===== src/rtl/lif_pkg.sv =====
// Shared types and arithmetic helpers for the LIF neuron layer.
// Optional refractory behaviour is enabled in the top with LIF_REFRACTORY_EN.
package lif_pkg;

   typedef enum logic [1:0] {
      IDLE = 2'd0,
      RUN  = 2'd1,
      DONE = 2'd2
   } lif_state_e;

   // Guard bits above MEM_W so decay + sum - threshold cannot wrap before saturation.
   localparam int PRE_GUARD_W = 2;

   // Signed width holding a sum of N_IN terms of +/-1.
   function automatic int sum_w(input int n_in);
      return $clog2(n_in) + 2;
   endfunction

   function automatic int sat_mem(input int v, input int mem_w);
      int hi;
      int lo;
      hi = (1 <<< (mem_w - 1)) - 1;
      lo = -(1 <<< (mem_w - 1));
      if (v > hi) return hi;
      if (v < lo) return lo;
      return v;
   endfunction

endpackage


===== src/rtl/lif_neuron_core.sv =====
// Combinational update of one LIF neuron: synapse sum, leak, reset-by-subtraction,
// saturation and threshold compare.
module lif_neuron_core
   import lif_pkg::*;
#(
   parameter int N_IN  = 8,
   parameter int MEM_W = 6
) (
   input  logic                    [N_IN-1:0]  in_vec_i,
   input  logic                    [N_IN-1:0]  weights_i,
   input  logic signed             [MEM_W-1:0] mem_i,
   input  logic                                was_spike_i,
   input  logic signed             [MEM_W-1:0] threshold_i,
   input  logic                    [2:0]       shift_i,
   output logic signed             [MEM_W-1:0] mem_o,
   output logic                                spike_o
);

   localparam int SW = sum_w(N_IN);
   localparam int EW = MEM_W + PRE_GUARD_W;

   logic signed [SW-1:0] sum_x;
   logic signed [EW-1:0] u_x;
   logic signed [EW-1:0] beta_x;
   logic signed [EW-1:0] thr_x;
   logic signed [EW-1:0] pre_x;
   int                   sat_i;

   always_comb begin
      sum_x = '0;
      for (int i = 0; i < N_IN; i++) begin
         if (in_vec_i[i]) begin
            sum_x = weights_i[i] ? (sum_x + SW'(1)) : (sum_x - SW'(1));
         end
      end
   end

   always_comb begin
      u_x    = EW'(mem_i);
      // Arithmetic shift keeps the leak rounding towards -inf (u=-1 decays to 0).
      beta_x = (shift_i == 3'd0) ? u_x : (u_x - (u_x >>> shift_i));
      thr_x  = was_spike_i ? EW'(threshold_i) : '0;
      pre_x  = beta_x + EW'(sum_x) - thr_x;
      sat_i  = sat_mem(int'(pre_x), MEM_W);
      mem_o  = MEM_W'(sat_i);
   end

   assign spike_o = (mem_o >= threshold_i);

endmodule


===== src/rtl/lif_neuron_layer.sv =====
// Time-multiplexed layer of LIF neurons: one accepted input vector is one timestep.
// Define LIF_REFRACTORY_EN to add a per-neuron refractory counter (parameter REFRACT).
module lif_neuron_layer
   import lif_pkg::*;
#(
   parameter int N_IN      = 8,
   parameter int N_NEURONS = 4,
   parameter int MEM_W     = 6
`ifdef LIF_REFRACTORY_EN
   ,
   parameter int REFRACT   = 2
`endif
) (
   input  logic                             clk,
   input  logic                             rst_n,
   input  logic                             cfg_we,
   input  logic [$clog2(N_NEURONS)-1:0]     cfg_addr,
   input  logic [N_IN-1:0]                  cfg_weights,
   input  logic signed [MEM_W-1:0]          threshold,
   input  logic [2:0]                       shift,
   input  logic                             in_valid,
   output logic                             in_ready,
   input  logic [N_IN-1:0]                  inputs,
   output logic                             out_valid,
   output logic [N_NEURONS-1:0]             spikes,
   output logic                             busy
);

   localparam int IDX_W = $clog2(N_NEURONS);

   lif_state_e                 state_q, state_d;
   logic [IDX_W-1:0]           idx_q, idx_d;
   logic [N_IN-1:0]            in_q;
   logic [N_IN-1:0]            w_q [N_NEURONS];
   logic signed [MEM_W-1:0]    mem_q [N_NEURONS];
   logic [N_NEURONS-1:0]       was_q, was_d;
   logic [N_NEURONS-1:0]       spikes_q, spikes_d;

   logic signed [MEM_W-1:0]    core_u;
   logic                       core_spk;
   logic signed [MEM_W-1:0]    upd_u;
   logic                       upd_spk;
   logic                       last_idx;

   assign last_idx = (idx_q == IDX_W'(N_NEURONS - 1));

   lif_neuron_core #(
      .N_IN  (N_IN),
      .MEM_W (MEM_W)
   ) u_core (
      .in_vec_i    (in_q),
      .weights_i   (w_q[idx_q]),
      .mem_i       (mem_q[idx_q]),
      .was_spike_i (was_q[idx_q]),
      .threshold_i (threshold),
      .shift_i     (shift),
      .mem_o       (core_u),
      .spike_o     (core_spk)
   );

`ifdef LIF_REFRACTORY_EN
   localparam int RC_W = $clog2(REFRACT + 1);
   logic [RC_W-1:0] refr_q [N_NEURONS];
   logic            in_refr;
   assign in_refr = (refr_q[idx_q] != '0);
`endif

   always_comb begin
      upd_u   = core_u;
      upd_spk = core_spk;
`ifdef LIF_REFRACTORY_EN
      if (in_refr) begin
         upd_u   = '0;
         upd_spk = 1'b0;
      end
`endif
   end

   always_comb begin
      state_d = state_q;
      idx_d   = idx_q;
      case (state_q)
         IDLE: begin
            if (in_valid) begin
               state_d = RUN;
               idx_d   = '0;
            end
         end
         RUN: begin
            if (last_idx) state_d = DONE;
            else          idx_d   = idx_q + IDX_W'(1);
         end
         DONE:    state_d = IDLE;
         default: state_d = IDLE;
      endcase
   end

   // The output vector only changes when the last neuron lands, so it stays stable during RUN.
   always_comb begin
      was_d    = was_q;
      spikes_d = spikes_q;
      if (state_q == RUN) begin
         was_d[idx_q] = upd_spk;
         if (last_idx) spikes_d = was_d;
      end
   end

   always_ff @(posedge clk) begin
      if (!rst_n) begin
         state_q  <= IDLE;
         idx_q    <= '0;
         in_q     <= '0;
         was_q    <= '0;
         spikes_q <= '0;
         for (int n = 0; n < N_NEURONS; n++) begin
            w_q[n]   <= '0;
            mem_q[n] <= '0;
`ifdef LIF_REFRACTORY_EN
            refr_q[n] <= '0;
`endif
         end
      end else begin
         state_q  <= state_d;
         idx_q    <= idx_d;
         was_q    <= was_d;
         spikes_q <= spikes_d;
         if (state_q == IDLE) begin
            if (in_valid) in_q <= inputs;
            if (cfg_we)   w_q[cfg_addr] <= cfg_weights;
         end
         if (state_q == RUN) begin
            mem_q[idx_q] <= upd_u;
`ifdef LIF_REFRACTORY_EN
            if (in_refr)      refr_q[idx_q] <= refr_q[idx_q] - RC_W'(1);
            else if (upd_spk) refr_q[idx_q] <= RC_W'(REFRACT);
`endif
         end
      end
   end

   assign in_ready  = (state_q == IDLE);
   assign out_valid = (state_q == DONE);
   assign busy      = (state_q != IDLE);
   assign spikes    = spikes_q;

endmodule


===== config.mk =====
export PLATFORM = sky130hd
export DESIGN_NAME = lif_neuron_layer
export DESIGN_NICKNAME = d
export VERILOG_FILES = /design/src/rtl/lif_pkg.sv /design/src/rtl/lif_neuron_core.sv /design/src/rtl/lif_neuron_layer.sv
export SDC_FILE = /design/constraint.sdc
export NUM_CORES = 1
export LEC_CHECK = 0
export ABC_CLOCK_PERIOD_IN_PS = 28300
export CAP_MARGIN = 10
export CORE_MARGIN = 2
export CORE_UTILIZATION = 55
export DETAILED_ROUTE_END_ITERATION = 6
export PLACE_DENSITY = 0.75
export SYNTH_ARGS = -nofsm -noshare
export SYNTH_HDL_FRONTEND = slang
export SYNTH_SLANG_ARGS = --single-unit

===== constraint.sdc =====
create_clock -name clk -period 28.3 [get_ports clk]
set_input_delay 5.66 -clock clk [delete_from_list [all_inputs] [get_ports clk]]
set_output_delay 5.66 -clock clk [all_outputs]
set_load 0.05 [all_outputs]

# Yosys cells after proc, flatten, opt, wreduce, memory -nomap -nowiden
# Memory sizes are Yosys's and may differ from the RTL's. A register that Yosys moved wholly into a read port is not among the register bits.
# Index checks and enable logic that the tools add are counted.
[classes]
addsub = 18
n_mul = 0
div_mod_pow = 0
n_lt_le_gt_ge = 5
eq_ne = 6
shifts = 1
n_mux = 54
bitwise_logic = 0
reduce_logical = 11
[ops]
columns = ["operator", "count"]
rows = [
  ["$mux W5", 17],
  ["$add A5 B2 Y5 const B", 7],
  ["$sub A5 B2 Y5 const B", 7],
  ["$mux W6", 4],
  ["$mux W8", 3],
  ["$mux W2", 10],
  ["$mux W1", 15],
  ["$add A8 B5 Y8", 1],
  ["$gt A8 B6 Y1 const B", 1],
  ["$lt A8 B6 Y1 const B", 1],
  ["$pmux W2 S2", 2],
  ["$reduce_or A8 Y1", 1],
  ["$sshr A6 B3 Y8", 1],
  ["$sub A6 B8 Y8", 1],
  ["$sub A8 B8 Y8", 1],
  ["$ge A6 B6 Y1", 1],
  ["$ne A2 B2 Y1 const B", 3],
  ["$reduce_and A2 Y1", 3],
  ["$reduce_or A6 Y1", 1],
  ["$bwmux W4", 1],
  ["$eq A2 B2 Y1 const B", 2],
  ["$reduce_bool A2 Y1", 2],
  ["$logic_not A3 Y1", 1],
  ["$lt A2 B3 Y1 const B", 1],
  ["8 further kinds", 8],
]
[word_totals]
regBits = 20
latchBits = 0
ram_bits = 56
rom_bits = 0
inputBits = 31
out_inout_bits = 7
wordCells = 102
mem_count = 2
[memory_table]
columns = ["name", "words", "width", "rd", "rd_ports_with_merged_regs", "write_ports", "line_no", "source"]
rows = [
  ["w_q", 4, 8, 1, 1, 4, "lif_neuron_layer.sv:34", "logic [N_IN-1:0] w_q [N_NEURONS];"],
  ["mem_q", 4, 6, 1, 1, 4, "lif_neuron_layer.sv:35", "logic signed [MEM_W-1:0] mem_q [N_NEURONS];"],
]

# Logic depth before layout (Yosys ltp)
# Gate-level depths: netlist of the first run.
[depth]
depth_word = 32
depth_mapped = 53
depth_no_buf = 50

# Modules after synthesis
# From an unflattened synthesis of the first run, not the netlist that was laid out.
[unflattened]
cells_unflattened = 540
area_unflattened_um2 = 5959.5
[modules_own_cells]
columns = ["mod", "instances", "cells_each", "area_each_um2"]
rows = [
  ["lif_neuron_layer", 1, 242, 3517.1],
  ["lif_neuron_core", 1, 298, 2442.3],
]

# Least setup slack after synthesis of the first run
# OpenSTA, ideal clock, no wires.
[synth_timing]
path_kind = "input -> register"
startpoint = "input shift[0]"
endpoint = "register spikes_q[0], in the netlist spikes[0]"
setup_time_ns = 0.126
arrival_ns = 10.712
required_ns = 28.174
slack_ns = 17.463
path_stages = 33
path_cell_list = "clkbuf_1 nor2b_1 a211oi_1 a211oi_1 a21oi_1 ha_1 a21o_1 a21o_1 xnor2_1 nor2_1 a21oi_1 fa_1 inv_1 ha_1 inv_1 nor2_1 nor2_1 o21bai_1 a21oi_1 xnor2_1 or2_2 buf_1 nand2_1 o21a_1 ha_1 nand2b_1 a21o_1 a21oi_1 nor2b_1 o21ai_0 a31oi_1 mux2i_1 a21oi_1"
[synth_between]
elab_chain_len = 12
[synth_rtl]
columns = ["item", "line_no", "source"]
rows = [
  ["from (decl)", "lif_neuron_layer.sv:20", "input logic [2:0] shift,"],
  ["$sshr A6 B3 Y8", "lif_neuron_core.sv:41", "beta_x = (shift_i == 3'd0) ? u_x : (u_x - (u_x >>> shift_i));"],
  ["$sub A6 B8 Y8", "lif_neuron_core.sv:41", ""],
  ["$mux W8 *", "lif_neuron_core.sv:41", ""],
  ["$add A8 B5 Y8 *", "lif_neuron_core.sv:43", "pre_x = beta_x + EW'(sum_x) - thr_x;"],
  ["$sub A8 B8 Y8 *", "lif_neuron_core.sv:43", ""],
  ["$gt A8 B6 Y1 / $lt A8 B6 Y1 (equally long branches)", "lif_pkg.sv:24, lif_pkg.sv:25", ""],
  ["$mux W5 / $mux W1 (equally long branches)", "lif_pkg.sv:24, lif_pkg.sv:25", ""],
  ["$mux W6 / $mux W1 (equally long branches)", "lif_pkg.sv:25", "if (v < lo) return lo;"],
  ["$mux W6", "lif_pkg.sv:26", "return v;"],
  ["$mux W6 *", "lif_pkg.sv:25", ""],
  ["$ge A6 B6 Y1 *", "lif_neuron_core.sv:48", "assign spike_o = (mem_o >= threshold_i);"],
  ["$bwmux W4 *", "lif_neuron_layer.sv:103", "was_d[idx_q] = upd_spk;"],
  ["to (signal assigned)", "lif_neuron_layer.sv:126", "spikes_q <= spikes_d;"],
  ["to (decl)", "lif_neuron_layer.sv:37", "logic [N_NEURONS-1:0] spikes_q, spikes_d;"],
]
# Mark *: on every way between the ends. The rest lies on a longest branch, timed or not. The select of a mux whose other input is x is not followed.
# A chain may end at the register's enable or synchronous reset.

# Worst setup path after layout of the first run
[layout_timing]
startpoint = "input shift[2]"
endpoint = "register was_q[3]"
[layout_between]
elab_chain_len = 12
[layout_rtl]
columns = ["item", "line_no", "source"]
rows = [
  ["$sshr A6 B3 Y8", "lif_neuron_core.sv:41", ""],
  ["$sub A6 B8 Y8", "lif_neuron_core.sv:41", ""],
  ["$mux W8 *", "lif_neuron_core.sv:41", ""],
  ["$add A8 B5 Y8 *", "lif_neuron_core.sv:43", ""],
  ["$sub A8 B8 Y8 *", "lif_neuron_core.sv:43", ""],
  ["$gt A8 B6 Y1 / $lt A8 B6 Y1 (equally long branches)", "lif_pkg.sv:24, lif_pkg.sv:25", ""],
  ["$mux W5 / $mux W1 (equally long branches)", "lif_pkg.sv:24, lif_pkg.sv:25", ""],
  ["$mux W6 / $mux W1 (equally long branches)", "lif_pkg.sv:25", ""],
  ["$mux W6", "lif_pkg.sv:26", ""],
  ["$mux W6 *", "lif_pkg.sv:25", ""],
  ["$ge A6 B6 Y1 *", "lif_neuron_core.sv:48", ""],
  ["$bwmux W4 *", "lif_neuron_layer.sv:103", ""],
  ["to (signal assigned)", "lif_neuron_layer.sv:125", "was_q <= was_d;"],
  ["to (decl)", "lif_neuron_layer.sv:36", "logic [N_NEURONS-1:0] was_q, was_d;"],
]
# Marks and branches as above.

==> impl_metrics.toml, run 1 <==
[route]
wl_mm = 11.6
drc = 0
vias = 4142
dr.pass1.iters = 5
route.antenna.remaining_nets = 0
viasPerCell = 5.52
drt_iter0_markers = 278
wl_per_cell_um = 15.5

[global_route]
grt_max_degree = 31
grt_pass1_vias = 4072
grt_pass1_wl_mm = 18.9
grt.overflow.total = 0
antenna_found_initial = 0
grtUsageTotal_pct = 21.4

[timing]
setup_tns_ns = 0
finalClockSkew_ns = 0.00727
min_period_over_period_pct = 42.4
min_period_ns = 11.99
rsz0062_at_grt = "false"
tightest_slew_ns = 0.893
relSlewSlack_pct = 40.3
finalSetupViolations = 0
final-hold-violation-count = 0
maxSlewViolCount = 0
fmaxAchievable_mhz = 83.4

[yosys]
avgSynthCellArea_um2 = 9.96
yosysWarningCount = 0
syn_area_um2 = 5770
synth_common_cells = "59 x nand2_1, 56 x edfxtp_1, 50 x inv_1"
yosysMostFrequentCell = "nand2_1"
ys_seq_area_share_pct = 36.8
synth_area_leader_cell = "edfxtp_1"
netlist_instances = 579
synth_top_area_share_pct = 29.1
synth.distinct_cells = 50
synth_edf_count = 56
synth-async-reset-ratio_pct = 0
synthFlopType = "edfxtp_1"
ys_ff_latch = 78
synthesis.nets = 667
synth_area_leaders = "edfxtp_1 29%, ha_1 8.9%, dfxtp_1 7.6%"

[floorplan]
die_area_um2 = 11300
rows = 37
pin_count = 38
fp.dieW_um = 106
die_y_um = 106
start_util_pct = 56.1
coreArea_um2 = 10300

[cts]
ctsHoldBuffers = 0
clk_pin_slew_ns = 0.07
clock-root-buffer = "clkbuf_8"
cts_resized = 0
postCtsSetupBuffers = 0
htreeDepth = 3
clock_sinks = 78
numCtsBuffers = 9
clk_latency_ns = 0.33
cts_tree = "yes"
clk_path_buf_depth = 2

[setup_path]
cpPeakStageDelay_ns = 0.65
critPathMaxFanout = 20
worstPathArrival_ns = 12.24
cp.required_ns = 28.56
ff2ff_path_depth = 43
startpoint_type = "input port"
cpMaxStageDelayCell = "a21oi_2"
crit_top_cell = "o21ai_0"
critPathKind = "input port to flip-flop"
worstSetupEndpointType = "flip-flop"

[placement]
dp_hpwl_mm = 9.12
port-buffer-count = 37
gp_congestion = 0.871

[cells_and_area]
n_antenna_cell = 0
drive_gt1_share_pct = 7.17
syn_to_final_growth_pct = 11.1
fin_nets = 697

[status]
outcome = "finished clean"

[worst_hold_path]
min_path_type = "flip-flop to flip-flop"
whs_path_depth = 2

[job]
max-cap-violations = 0
## worst max-delay path: cells and delay by family
kind,cells,cell delay (ns)
compound gates,15,3.17
fa+ha+maj,5,1.70
simple gates,6,0.66
buf+inv,2,0.62
xor+xnor,1,0.41
## state kept, by name, indices dropped and copies added (netlist names), named ones only
register / count
was_q: 4
mem_q: 24
spikes: 4
idx_q: 2
state_q: 2
in_q: 8
w_q: 32
## area by class of cell
class                      instances  area (um2)
timing repair buffer              42         408
sequential                        78        2120
tap                              136         170
clock inverter                     1        5.00
inverter                          50         188
multi-input combinational        428        3350
fill                             861        3870
clock buffer                      15         166
## metal layers
layer / global-route usage [%] / wire [um] / up-vias
li1: - / - / 2071
met1: 28.7 / 5280 / 1957
met2: 36.4 / 5600 / 106
met3: 2.21 / 614 / 8
met4: 7.05 / 116 / 0
met5: 0 / 0 / -
## cells by family (layout without fill, tap and decap cells)
logic type / Yosys count / in the layout / synth area share, %
flip-flops: 78 / 78 / 36.8
AO/OA/AOI/OAI: 115 / 115 / 12.7
XOR/XNOR: 36 / 36 / 6.25
multiplexers: 28 / 28 / 8.20
adder cells (fa/ha/maj): 57 / 57 / 14.4
AND/OR/NAND/NOR: 192 / 192 / 16.5
buffers and inverters: 73 / 108 / 5.12
## placed cells by master (no fill, tap or decap), types with 3 or more instances in the layout
cell             netlist  layout
a21o_1                10      10
nand2b_1              14      14
edfxtp_1              56      56
clkdlybuf4s50_1        0      37
xnor2_1               22      22
nor2b_1               13      13
fa_1                  16      16
nor3_1                10      10
and3_1                 3       3
a21oi_1               29      29
dfxtp_1               22      22
ha_1                  41      41
o21bai_1               5       5
a31oi_1                3       3
clkbuf_1              14       4
nand2_1               59      59
a211oi_1               3       3
a21oi_2                3       3
mux4_2                15      15
o21a_1                 4       4
o21ai_0               24      24
clkbuf_8               0      11
nor2_1                37      37
mux2i_1                9       9
nand3_1                8       8
xor2_1                11      11
buf_4                  3       5
mux2_2                 4       4
inv_1                 50      50
a21boi_0              13      13
o31ai_1               10      10
and2_1                40      40
## metrics by stage
stage / instances / area (um2) / setup WS, ns / hold slack, ns / utilization [%]
2_1_floorplan: 579 / 5770 / 17.46 / 0.440 / -
3_3_place_gp: 734 / 6240 / 16.47 / 0.458 / 60.7
3_5_place_dp: 734 / 6240 / 16.03 / 0.472 / 60.7
4_1_cts: 750 / 6410 / 16.34 / 0.481 / 62.4
5_1_grt: 750 / 6410 / 15.48 / 0.503 / 62.4
6_report: 750 / 6410 / 16.31 / 0.473 / 62.4
## final timing paths
path / startpoint / to / slack, ns
min: spikes[3] / spikes[3] / 0.47
min reg2reg: spikes[3] / spikes[3] / 0.47
max reg2reg: flip-flop / was_q[3] / 16.51
max: shift[2] / was_q[3] / 16.31
Power of run 1 is not shown: default switching activity piles up to over one toggle a cycle in this logic, so the estimate is an artifact.
==> run 2: changes to the inputs <==
--- a/config.mk
+++ b/config.mk
@@ -5,7 +5,7 @@
 export SDC_FILE = /design/constraint.sdc
 export NUM_CORES = 1
 export LEC_CHECK = 0
-export ABC_CLOCK_PERIOD_IN_PS = 28300
+export ABC_CLOCK_PERIOD_IN_PS = 12240
 export CAP_MARGIN = 10
 export CORE_MARGIN = 2
 export CORE_UTILIZATION = 55
==> constraint.sdc (replaced) <==
create_clock -name clk -period 12.24 [get_ports clk]
set_input_delay 2.448 -clock clk [delete_from_list [all_inputs] [get_ports clk]]
set_output_delay 2.448 -clock clk [all_outputs]
set_load 0.05 [all_outputs]
==> run 2 against run 1 <==
  * Clock skew is 0.0063 ns higher
  * First-iteration DRC count is 9.4% lower
  * Global-route usage is 1.7 points higher
  * Setup slack worse by 15 ns
  * Sequential cell count stayed put
  * Via count is 1.0% higher
  * Sequential share of layout area is 0.26 points lower
  * Worst hold slack better by 0.0016 ns
  * Critical endpoint is now spikes[0]
==> impl_metrics.toml, run 2 (same netlist as run 1, synthesis figures left out) <==
[cells_and_area]
largestRegisters = "w_q (32), mem_q (24), in_q (8)"
num-fill-cells = 838
n_antenna_cell = 0
syn_to_final_growth_pct = 12.0
mostFrequentLayoutCell = "nand2_1"
largest_register_ffs = 32
layout_common_cells = "59 x nand2_1, 56 x edfxtp_1, 50 x inv_1, 41 x ha_1, 40 x and2_1"
drive_gt1_share_pct = 8.10
fin_nets = 700
max_flop_register = "w_q"

[status]
outcome = "finished clean"

[floorplan]
die_y_um = 106
start_util_pct = 56.1
rows = 37
pin_count = 38
die_area_um2 = 11300
fp.dieW_um = 106
coreArea_um2 = 10300

[job]
max-cap-violations = 0

[setup_path]
rr_endpoint = "spikes[0]"
worstPathArrival_ns = 11.55
worstSetupEndpointType = "flip-flop"
r2r_setup_slack_ns = 0.93
startpoint_type = "flip-flop"
cpMaxStageDelayCell = "mux4_2"
ff2ff_path_depth = 48
critPathMaxFanout = 20
crit_top_cell = "ha_1"
critPathKind = "flip-flop to flip-flop"
cpPeakStageDelay_ns = 0.55
cp.required_ns = 12.48

[route]
viasPerCell = 5.56
dr.pass1.iters = 5
wl_per_cell_um = 16.1
drt_iter0_markers = 252
drc = 0
vias = 4185
route.antenna.remaining_nets = 0
wl_mm = 12.2

[placement]
port-buffer-count = 37
dp_hpwl_mm = 9.41
gp_congestion = 0.981

[timing]
fmaxAchievable_mhz = 88.4
tightest_slew_ns = 0.998
min_period_ns = 11.31
final-hold-violation-count = 0
holdWs_ns = 0.475
finalSetupViolations = 0
finalClockSkew_ns = 0.0135
setup_tns_ns = 0
min_period_over_period_pct = 92.4
relSlewSlack_pct = 33.3
maxSlewViolCount = 0

[cts]
numCtsBuffers = 9
clk_latency_ns = 0.36
htreeDepth = 3
clk_path_buf_depth = 2
clock-root-buffer = "clkbuf_8"
clk_pin_slew_ns = 0.08
clock_sinks = 78
cts_tree = "yes"

[global_route]
grt_max_degree = 32
antenna_found_initial = 0
grtUsageTotal_pct = 23.1
grt_pass1_vias = 4286
grt_pass1_wl_mm = 20.4
grt.overflow.total = 0

[worst_hold_path]
worstHoldStart = "was_q[3]"
min_path_type = "flip-flop to flip-flop"
min_to = "was_q[3]"
whs_path_depth = 2
==> run 2: how the worst max path moves through the flow <==
stage               startpoint   endpoint  slack [ns]  cells past startpoint
finish               flip-flop  spikes[0]        0.93                     48
global route         flip-flop   was_q[1]       -0.03                     47
CTS                  flip-flop  spikes[0]        0.74                     47
detailed placement   flip-flop  spikes[0]        0.80                     47
global placement     flip-flop  spikes[1]        1.26                     47
floorplan            flip-flop  spikes[0]        1.99                     49
==> run 2: metal layers <==
metal  up-vias  wire, um  track usage (%)
li1       2080         -                -
met1      1955      5400             30.3
met2       129      5830             38.5
met3        21       680             4.29
met4         0       244             8.16
met5         -         0                0
==> run 2: repair_timing <==
action | CTS | global route
setup buffers | 0 | 2
setup endpoints to repair | 0 | 8
gates resized for setup | 0 | 2
hold buffers | 0 | 0
==> run 2: per-stage QoR <==
| stage | cell area (um2) | utilization [%] | worst slack [ns] | cells |
|---|---|---|---|---|
| 2_1_floorplan | 5770 | - | 1.99 | 579 |
| 3_3_place_gp | 6250 | 60.8 | 1.26 | 735 |
| 3_5_place_dp | 6250 | 60.8 | 0.805 | 735 |
| 4_1_cts | 6440 | 62.6 | 0.736 | 751 |
| 5_1_grt | 6460 | 62.9 | -0.0339 | 753 |
| 6_report | 6460 | 62.9 | 0.930 | 753 |
==> run 2: cell type report <==
| type | instances | area (um2) | share of cell area [%] |
|---|---|---|---|
| multi-input cells | 428 | 3360 | 52.0 |
| flip-flops and latches | 78 | 2120 | 32.8 |
| repair buffers | 45 | 434 | 6.72 |
| inverters | 50 | 188 | 2.90 |
| well taps | 136 | 170 | 2.63 |
| clock buffers | 9 | 124 | 1.92 |
| clock inverters | 7 | 65.1 | 1.01 |
==> run 2: worst max-delay path, delay by kind of cell, from the launching register on <==
kind	cells	cell delay [ns]
flops	1	0.42
compound gates	16	2.83
buf+inv	3	0.51
xor+xnor	8	1.67
simple gates	6	0.79
mux	4	1.32
fa+ha+maj	11	3.67
Power of run 2 is left out for the same reason.
==> run 3: changes to the inputs <==
--- a/config.mk
+++ b/config.mk
@@ -11,6 +11,7 @@
 export CORE_UTILIZATION = 55
 export DETAILED_ROUTE_END_ITERATION = 6
 export PLACE_DENSITY = 0.75
+export SLEW_MARGIN = 15
 export SYNTH_ARGS = -nofsm -noshare
 export SYNTH_HDL_FRONTEND = slang
 export SYNTH_SLANG_ARGS = --single-unit
==> results of run 3 <==
Final layout, timing and power as in run 2 (identical DEF).
Power of run 3 is left out for the same reason.
